## src/rtl/risc8_dma_if.sv

```systemverilog
// risc8_dma_if
//   Bundles the three buses that meet at the DMA engine.
//   - IO register bus: addr, ren, wen, wdata in; rdata, valid out.
//   - Core data bus: cpu_addr, cpu_ren, cpu_wen, cpu_wdata.
//   - Data RAM port: mem_addr, mem_wen, mem_wdata out; mem_rdata back.
//   Modports:
//   - slave: the DMA engine's view.
//   - master: the surrounding system's view (core, IO decode, RAM).
interface risc8_dma_if;
  logic [6:0]  addr;
  logic        ren;
  logic        wen;
  logic [7:0]  wdata;
  logic [7:0]  rdata;
  logic        valid;
  logic [15:0] cpu_addr;
  logic        cpu_ren;
  logic        cpu_wen;
  logic [7:0]  cpu_wdata;
  logic [15:0] mem_addr;
  logic        mem_wen;
  logic [7:0]  mem_wdata;
  logic [7:0]  mem_rdata;

  modport slave (
    input  addr, ren, wen, wdata, cpu_addr, cpu_ren, cpu_wen, cpu_wdata, mem_rdata,
    output rdata, valid, mem_addr, mem_wen, mem_wdata
  );

  modport master (
    output addr, ren, wen, wdata, cpu_addr, cpu_ren, cpu_wen, cpu_wdata, mem_rdata,
    input  rdata, valid, mem_addr, mem_wen, mem_wdata
  );
endinterface

```

## src/rtl/risc8_dma.sv

```systemverilog
// risc8_dma
//   Memory-to-memory byte copy engine for the risc8.
//   It shares the single-port data RAM with the core by cycle stealing.
//   The core always owns the RAM in any cycle where it asserts cpu_ren or cpu_wen.
//   The engine only uses cycles the core leaves idle.
//   Programmed through six IO registers starting at BASE:
//     +0 SRC_L  +1 SRC_H  +2 DST_L  +3 DST_H  +4 LEN (0 = 256)
//     +5 CTRL   write: b0 START, b1 CLRDONE, b2 ABORT, b3 IE
//               read : {4'b0, IE, 1'b0, DONE, BUSY}
// Ports:
//   clk    system clock
//   reset  synchronous, active-high reset
//   bus    risc8_dma_if.slave: IO register bus, core data bus and RAM port
//   irq    high while DONE and IE are both set
module risc8_dma #(
  parameter logic [6:0] BASE = 7'h30
) (
  input  logic       clk,
  input  logic       reset,
  risc8_dma_if.slave bus,
  output logic       irq
);

  // One byte moves as three steps:
  //   RD  presents SRC to the RAM.
  //   CAP catches the registered read data.
  //   WR  writes the byte to DST.
  typedef enum logic [1:0] {
    IDLE = 2'd0,
    RD   = 2'd1,
    CAP  = 2'd2,
    WR   = 2'd3
  } state_e;

  state_e      state_q, state_d;
  logic [15:0] srcAddr_q;
  logic [15:0] dstAddr_q;
  logic [7:0]  len_q;
  logic [7:0]  data_q;
  logic        ie_q;
  logic        done_q;
  logic [7:0]  rdata_q;
  logic        valid_q;

  logic [6:0]  offset;
  logic        ioHit;
  logic        cpuBusy;
  logic        busy;
  logic        regWrite;
  logic        ctrlWrite;
  logic        abortReq;
  logic        startReq;
  logic        clrDoneReq;
  logic        dmaDrive;
  logic        dmaWen;
  logic [15:0] dmaAddr;
  logic        wrFire;
  logic        lastByte;
  logic [7:0]  readMux;

  // Register decode.
  // Subtracting BASE makes any address below the window wrap to a large offset.
  // A single "< 6" compare therefore covers both ends of the window.
  assign offset     = bus.addr - BASE;
  assign ioHit      = (offset < 7'd6);
  assign cpuBusy    = bus.cpu_ren | bus.cpu_wen;
  assign busy       = (state_q != IDLE);
  assign ctrlWrite  = bus.wen & ioHit & (offset == 7'd5);
  assign regWrite   = bus.wen & ioHit & (offset != 7'd5) & ~busy;
  assign abortReq   = ctrlWrite & bus.wdata[2];
  assign clrDoneReq = ctrlWrite & bus.wdata[1];
  assign startReq   = ctrlWrite & bus.wdata[0] & ~busy & ~abortReq;

  // LEN itself serves as the remaining-byte counter.
  // A programmed 0 decrements through 255 down to 1.
  // That gives 256 bytes with no separate 9-bit counter.
  assign lastByte = wrFire & (len_q == 8'd1);

  // Next-state and DMA bus request.
  // ABORT, and reset in the same cycle, cancel any access the engine would make.
  // So an abort landing on WR never reaches the RAM.
  always_comb begin
    state_d  = state_q;
    dmaDrive = 1'b0;
    dmaWen   = 1'b0;
    dmaAddr  = 16'h0000;
    wrFire   = 1'b0;

    case (state_q)
      IDLE: begin
        if (startReq) begin
          state_d = RD;
        end
      end
      RD: begin
        if (!cpuBusy) begin
          dmaDrive = 1'b1;
          dmaAddr  = srcAddr_q;
          state_d  = CAP;
        end
      end
      CAP: begin
        state_d = WR;
      end
      WR: begin
        if (!cpuBusy) begin
          dmaDrive = 1'b1;
          dmaWen   = 1'b1;
          dmaAddr  = dstAddr_q;
          wrFire   = 1'b1;
          state_d  = (len_q == 8'd1) ? IDLE : RD;
        end
      end
      default: begin
        state_d = IDLE;
      end
    endcase

    if (abortReq || reset) begin
      state_d  = IDLE;
      dmaDrive = 1'b0;
      dmaWen   = 1'b0;
      wrFire   = 1'b0;
    end
  end

  // RAM port mux.
  // The core wins whenever it requests the RAM.
  // With nobody using the RAM, the core address is passed through and the write enable stays low.
  always_comb begin
    bus.mem_addr  = bus.cpu_addr;
    bus.mem_wen   = bus.cpu_wen;
    bus.mem_wdata = bus.cpu_wdata;
    if (!cpuBusy && dmaDrive) begin
      bus.mem_addr  = dmaAddr;
      bus.mem_wen   = dmaWen;
      bus.mem_wdata = data_q;
    end
  end

  // IO read data source.
  // Live values are returned.
  // Software can watch SRC, DST and LEN move during a transfer.
  always_comb begin
    readMux = 8'h00;
    case (offset)
      7'd0:    readMux = srcAddr_q[7:0];
      7'd1:    readMux = srcAddr_q[15:8];
      7'd2:    readMux = dstAddr_q[7:0];
      7'd3:    readMux = dstAddr_q[15:8];
      7'd4:    readMux = len_q;
      7'd5:    readMux = {4'b0000, ie_q, 1'b0, done_q, busy};
      default: readMux = 8'h00;
    endcase
  end

  // State and register updates.
  // Register writes only happen while idle.
  // Address/count advances only happen while busy.
  // So the two branches never compete for the same flops.
  always_ff @(posedge clk) begin
    if (reset) begin
      state_q   <= IDLE;
      srcAddr_q <= 16'h0000;
      dstAddr_q <= 16'h0000;
      len_q     <= 8'h00;
      data_q    <= 8'h00;
      ie_q      <= 1'b0;
      done_q    <= 1'b0;
      rdata_q   <= 8'h00;
      valid_q   <= 1'b0;
    end else begin
      state_q <= state_d;

      if (regWrite) begin
        case (offset)
          7'd0:    srcAddr_q[7:0]  <= bus.wdata;
          7'd1:    srcAddr_q[15:8] <= bus.wdata;
          7'd2:    dstAddr_q[7:0]  <= bus.wdata;
          7'd3:    dstAddr_q[15:8] <= bus.wdata;
          7'd4:    len_q           <= bus.wdata;
          default: ;
        endcase
      end else if (wrFire) begin
        srcAddr_q <= srcAddr_q + 16'd1;
        dstAddr_q <= dstAddr_q + 16'd1;
        len_q     <= len_q - 8'd1;
      end

      if (ctrlWrite) begin
        ie_q <= bus.wdata[3];
      end

      if (lastByte) begin
        done_q <= 1'b1;
      end else if (clrDoneReq) begin
        done_q <= 1'b0;
      end

      // RAM read data is registered.
      // In CAP it reflects the SRC address presented during RD.
      // This holds even if the core grabs the RAM in CAP.
      if (state_q == CAP) begin
        data_q <= bus.mem_rdata;
      end

      valid_q <= bus.ren & ioHit;
      rdata_q <= (bus.ren & ioHit) ? readMux : 8'h00;
    end
  end

  assign bus.rdata = rdata_q;
  assign bus.valid = valid_q;
  assign irq       = done_q & ie_q;

endmodule
```

## src/flat_wrapper.sv

```systemverilog
// flat-port wrapper written by rule: the top's interface ports become plain ports
module risc8_dma_flat 
#(
  parameter logic [6:0] BASE = 7'h30
)
  (clk, reset, irq, bus_addr, bus_ren, bus_wen, bus_wdata, bus_cpu_addr, bus_cpu_ren, bus_cpu_wen, bus_cpu_wdata, bus_mem_rdata, bus_rdata, bus_valid, bus_mem_addr, bus_mem_wen, bus_mem_wdata);
  risc8_dma_if bus_i ();
  input  logic clk;
  input  logic reset;
  output logic irq;
  input wire logic [$bits(bus_i.addr)-1:0] bus_addr;
  input wire logic [$bits(bus_i.ren)-1:0] bus_ren;
  input wire logic [$bits(bus_i.wen)-1:0] bus_wen;
  input wire logic [$bits(bus_i.wdata)-1:0] bus_wdata;
  input wire logic [$bits(bus_i.cpu_addr)-1:0] bus_cpu_addr;
  input wire logic [$bits(bus_i.cpu_ren)-1:0] bus_cpu_ren;
  input wire logic [$bits(bus_i.cpu_wen)-1:0] bus_cpu_wen;
  input wire logic [$bits(bus_i.cpu_wdata)-1:0] bus_cpu_wdata;
  input wire logic [$bits(bus_i.mem_rdata)-1:0] bus_mem_rdata;
  output wire logic [$bits(bus_i.rdata)-1:0] bus_rdata;
  output wire logic [$bits(bus_i.valid)-1:0] bus_valid;
  output wire logic [$bits(bus_i.mem_addr)-1:0] bus_mem_addr;
  output wire logic [$bits(bus_i.mem_wen)-1:0] bus_mem_wen;
  output wire logic [$bits(bus_i.mem_wdata)-1:0] bus_mem_wdata;
  assign bus_i.addr = bus_addr;
  assign bus_i.ren = bus_ren;
  assign bus_i.wen = bus_wen;
  assign bus_i.wdata = bus_wdata;
  assign bus_i.cpu_addr = bus_cpu_addr;
  assign bus_i.cpu_ren = bus_cpu_ren;
  assign bus_i.cpu_wen = bus_cpu_wen;
  assign bus_i.cpu_wdata = bus_cpu_wdata;
  assign bus_i.mem_rdata = bus_mem_rdata;
  assign bus_rdata = bus_i.rdata;
  assign bus_valid = bus_i.valid;
  assign bus_mem_addr = bus_i.mem_addr;
  assign bus_mem_wen = bus_i.mem_wen;
  assign bus_mem_wdata = bus_i.mem_wdata;
  risc8_dma #(.BASE(BASE)) u_core (.clk(clk), .reset(reset), .bus(bus_i), .irq(irq));
endmodule
```

## config.mk

```make
export PLATFORM = sky130hd
export DESIGN_NAME = risc8_dma_flat
export DESIGN_NICKNAME = d
export VERILOG_FILES = /design/src/rtl/risc8_dma_if.sv /design/src/rtl/risc8_dma.sv /design/src/flat_wrapper.sv
export SDC_FILE = /design/constraint.sdc
export NUM_CORES = 1
export LEC_CHECK = 0
export ABC_CLOCK_PERIOD_IN_PS = 5400
export CAP_MARGIN = 20
export CORE_MARGIN = 2
export CORE_UTILIZATION = 25
export CTS_CLUSTER_DIAMETER = 40
export DETAILED_ROUTE_END_ITERATION = 8
export GPL_TIMING_DRIVEN = 0
export SLEW_MARGIN = 20
export SYNTH_ARGS = -nofsm -noshare
export SYNTH_HDL_FRONTEND = slang
export SYNTH_SLANG_ARGS = --single-unit
```

## constraint.sdc

```tcl
create_clock -name clk -period 5.4 [get_ports clk]
set_input_delay 1.62 -clock clk [delete_from_list [all_inputs] [get_ports clk]]
set_output_delay 1.62 -clock clk [all_outputs]
set_load 0.05 [all_outputs]
```

==> results, run 1 <==
- For this run, the top clock speed supported by timing is 188.0 MHz.
- The number of ports placed on the die boundary is 88.
- The final route contains 5,101 vias.
- The number of hold violations in the final report is 0.
- The height of the die is 134.2 um.
- The portion of the clock cycle consumed by the worst path in the final layout is 0.9849.
- The total count of max-transition violations in the final report is 0.
- The global-route wire length before repair is 28,270 um.
- Overall power consumption after layout is estimated at 1281 uW.
- The area growth from synthesis to layout is 39.37%.
- The longest clock path from root to sink contains 2 buffers.
- Setup violations remaining at the end of the flow were counted as 0.
- The beginning of the critical path is bus_addr[4].
- The leakage component of the power is 0.002005 uW.
- The total number of placement rows is 47.
- The total of max-cap violations is 0.
- The count of antenna-violating nets left after detailed routing is 0.
- For the worst setup path, the data arrival time is 3.70 ns.
- Routability-driven placement finished with a final weighted congestion of 1.003.
- The antenna diode count is 0.
- Buffers placed on the I/O ports in this run total 87.
- In this run, synthesis inferred 0 flip-flops with an integrated enable.
- The starting density of the core is 0.2555.
- The via-per-instance ratio is 5.931.
- After technology mapping, the gate count stands at 526.
- Data on the critical path is required at its endpoint by 3.78 ns.
- The clock tree root driver cell is clkbuf_16.
- The origin of the critical flop-to-flop path is u_core.state_q[0]$_SDFFE_PP0P_.
- The synthesized flop and latch total is 61.
- The number of clock buffers added by TritonCTS is 9.
- After detailed routing, the number of remaining DRC violations is 1.
- The worst hold path cell count is 2.
- The mean instance size in the synthesized netlist is 8.054 um2.
- The distinct cell type count after synthesis is 74.
- The die area is 0.01800 mm2.
- The largest vdd supply drop is 0.1184 mV.
- The number of search-and-repair iterations in the first detailed-routing pass is 9.
- In this run the number of H-tree levels came out at 3.
- The final wirelength is 18,710 um.
- The clock network latency to the later pin of the worst-skew pair is 0.34 ns.
- The clock edge transition at the registers on the reported setup and hold paths is 0.05 ns.
- The initial antenna violation count came to 0.
- On the final layout, the worst clock skew is 0.01004 ns.
- STA classifies the critical path endpoint as an output pin.
- The detailed router finished its first iteration with 974 violations.
- The horizontal die dimension is 134.2 um.
- For the pin with the worst max-slew slack, the measured transition is 1.110 ns.
- The maximum net fanout on the critical path is 6.
- For this run, asynchronously set or reset flops after synthesis account for 0.
- The detailed placer's ending HPWL is 13,150 um.
- The pin count of the biggest net entering global routing is 11.
- Among all flip-flop cells after synthesis, the most frequent one is dfxtp_1.
- The global-route usage over all layers is 0.2063.
- The number of global-route vias before repair is 4,754.
- The number of nets in the synthesized netlist is 590.
- Adding up every negative setup slack in the final design gives 0 ns.
- The proportion of synthesized chip area in sequential cells is 0.2882.
- Measured in cells, the most critical reg-to-reg path has a length of 7.
- After global routing the overflow that remains totals 0.
- The worst hold slack across all endpoints is 0.4977 ns.
- The time the final worst path needs with I/O delays and setup is 5.318 ns.
- The routed length per instance is 21.75 um.
- The type of the worst min-delay path is flip-flop to flip-flop.
- In the final design database the tool counted 700 nets.
- Of the cells placed in the final design, the portion with a size suffix greater than 1 is 0.1672.
- The cts-stage hold buffer count is 0.
- CTS saw 61 sinks.
- The run finished, with violations left.
- In this run the power density over the cells is 216.9 mW/mm2.
- The region available for standard cell placement spans 0.01658 mm2.
- Headroom to the max-slew limit came out at 0.2533.
- The clock tree from TritonCTS is yes.
- The final reports fail on DRC.
- The startpoint identified for the worst hold timing path is u_core.data_q[2]$_SDFFE_PP0N_.
- The post-synthesis instance area is 0.004237 mm2.
- The total of warnings raised by yosys is 0.
- The type of the worst setup path is primary input to output pin.
- The type of element launching the critical path is a primary input.
==> layout by cell type, fill, tap and decap left out, types with 8 or more instances in the layout <==
| cell | instances |
|---|---|
| a21oi_1 | 21 |
| a22oi_1 | 48 |
| a31oi_1 | 17 |
| buf_2 | 13 |
| buf_4 | 26 |
| buf_6 | 8 |
| clkbuf_1 | 19 |
| clkbuf_16 | 9 |
| clkdlybuf4s50_1 | 59 |
| dfxtp_1 | 61 |
| ha_1 | 9 |
| inv_1 | 24 |
| mux2i_1 | 9 |
| nand2_1 | 65 |
| nand3_1 | 14 |
| nand4_1 | 11 |
| nor2_1 | 36 |
| nor3_1 | 11 |
| o2bb2ai_1 | 12 |
| o32ai_1 | 26 |
==> state kept, by name (all words and copies together), names as in the netlist <==
signal	count
u_core.srcAddr_q	16
u_core.data_q	8
u_core.dstAddr_q	16
u_core.bus.valid	1
u_core.ie_q	1
u_core.state_q	2
u_core.done_q	1
u_core.bus.rdata	8
u_core.len_q	8
==> critical path: stages <==
cell,delay (ns)
clkdlybuf4s15_1,0.19
ha_2,0.21
ha_4,0.22
nor4b_4,0.29
and2_4,0.19
a31o_4,0.14
o21bai_4,0.17
buf_8,0.20
mux2_4,0.32
buf_8,0.15
==> path summary, 6_finish.rpt <==
path / end / slack, ns
max: bus_mem_wdata[5] / 0.08
min: u_core.data_q[2]$_SDFFE_PP0N_ / 0.50
max reg2reg: u_core.srcAddr_q[11]$_SDFFE_PP0P_ / 2.68
min reg2reg: u_core.data_q[2]$_SDFFE_PP0N_ / 0.50
==> cells in the mapped netlist (2+ instances only) <==
cell	instances	area (um2)
or3_1	2	12.51
a22o_1	2	17.52
or2_2	3	18.77
mux2_1	3	33.78
and4_1	3	26.28
a222oi_1	5	50.05
a31oi_1	17	106.4
o22a_1	2	17.52
o2bb2ai_1	18	157.7
nand3_1	14	70.07
mux2i_1	9	90.09
a221oi_1	4	35.03
a41o_1	2	20.02
a22oi_1	48	360.4
ha_1	11	137.6
and2_1	4	25.02
nor4_1	7	43.79
a211o_1	3	26.28
inv_1	25	93.84
nand4_1	11	68.82
o21ai_0	7	35.03
buf_4	6	45.04
a2bb2oi_1	4	35.03
o32ai_1	26	227.7
a211oi_1	3	22.52
a41oi_1	2	17.52
and3_1	6	37.54
clkbuf_1	20	75.07
a21o_1	2	15.01
dfxtp_1	61	1221
buf_6	2	22.52
nand2_1	65	244.0
mux2_2	5	56.30
o221ai_1	3	26.28
a21oi_1	21	105.1
nor2_1	37	138.9
buf_2	11	55.05
o31a_1	3	26.28
nor3_1	11	55.05
o22ai_1	4	25.02
==> power breakdown <==
group,internal (uW),leakage [uW],switching [uW]
registers,456,0.000491,4.03
logic,113,0.00137,152
clock network,345,0.000139,211
total,914,0.00200,367
==> metrics by stage <==
step	cells	instance area [um2]	worst slack [ns]	util
4_1_cts	858	5839	0.02666	0.3521
6_report	860	5904	0.08176	0.3560
5_1_grt	860	5904	-0.005306	0.3560
3_5_place_dp	833	5388	-1.396	0.3249
3_3_place_gp	833	5383	-1.378	0.3246
2_1_floorplan	526	4237	-0.08098	-
==> cell families after synthesis <==
family / synth area share
AOI/OAI and AO/OA: 0.3582
DFF: 0.2882
and+or+nand+nor: 0.2079
muxes: 0.04253
buffers and inverters: 0.07058
adders and majority gates: 0.03249
==> cell type report <==
class	instances	area (um2)
fill	1713	10680
multi-input combinational	399	2823
sequential	61	1221
timing repair buffer	99	987.2
tap	220	275.3
clock buffer	14	274.0
buffer	40	221.5
inverter	26	97.59
clock inverter	1	5.005
==> repair_timing <==
action / in CTS / in global routing
buffers inserted: 8 / 2
pin swaps: 4 / 6
endpoints found under the hold margin: 0 / 0
gates resized for setup: 178 / 15
gates cloned: 2 / 0
setup endpoints to repair: 25 / 24
==> routing by layer <==
layer | up-vias | global-route usage | part of all wire | wire [um]
li1 | 2288 | - | - | -
met1 | 2357 | 0.2743 | 0.41 | 7678
met2 | 382 | 0.3005 | 0.42 | 7927
met3 | 74 | 0.05556 | 0.12 | 2234
met4 | 0 | 0.1164 | 0.046 | 864
met5 | - | 0 | 0 | 0
Note: power is estimated with default switching activity, not from simulation.
==> inputs of run 2 (changes only) <==
Settings changed: HOLD_SLACK_MARGIN set to 0.08.
==> results of run 2 <==
Same layout as run 1: the final DEF is identical, and so are final timing and power.
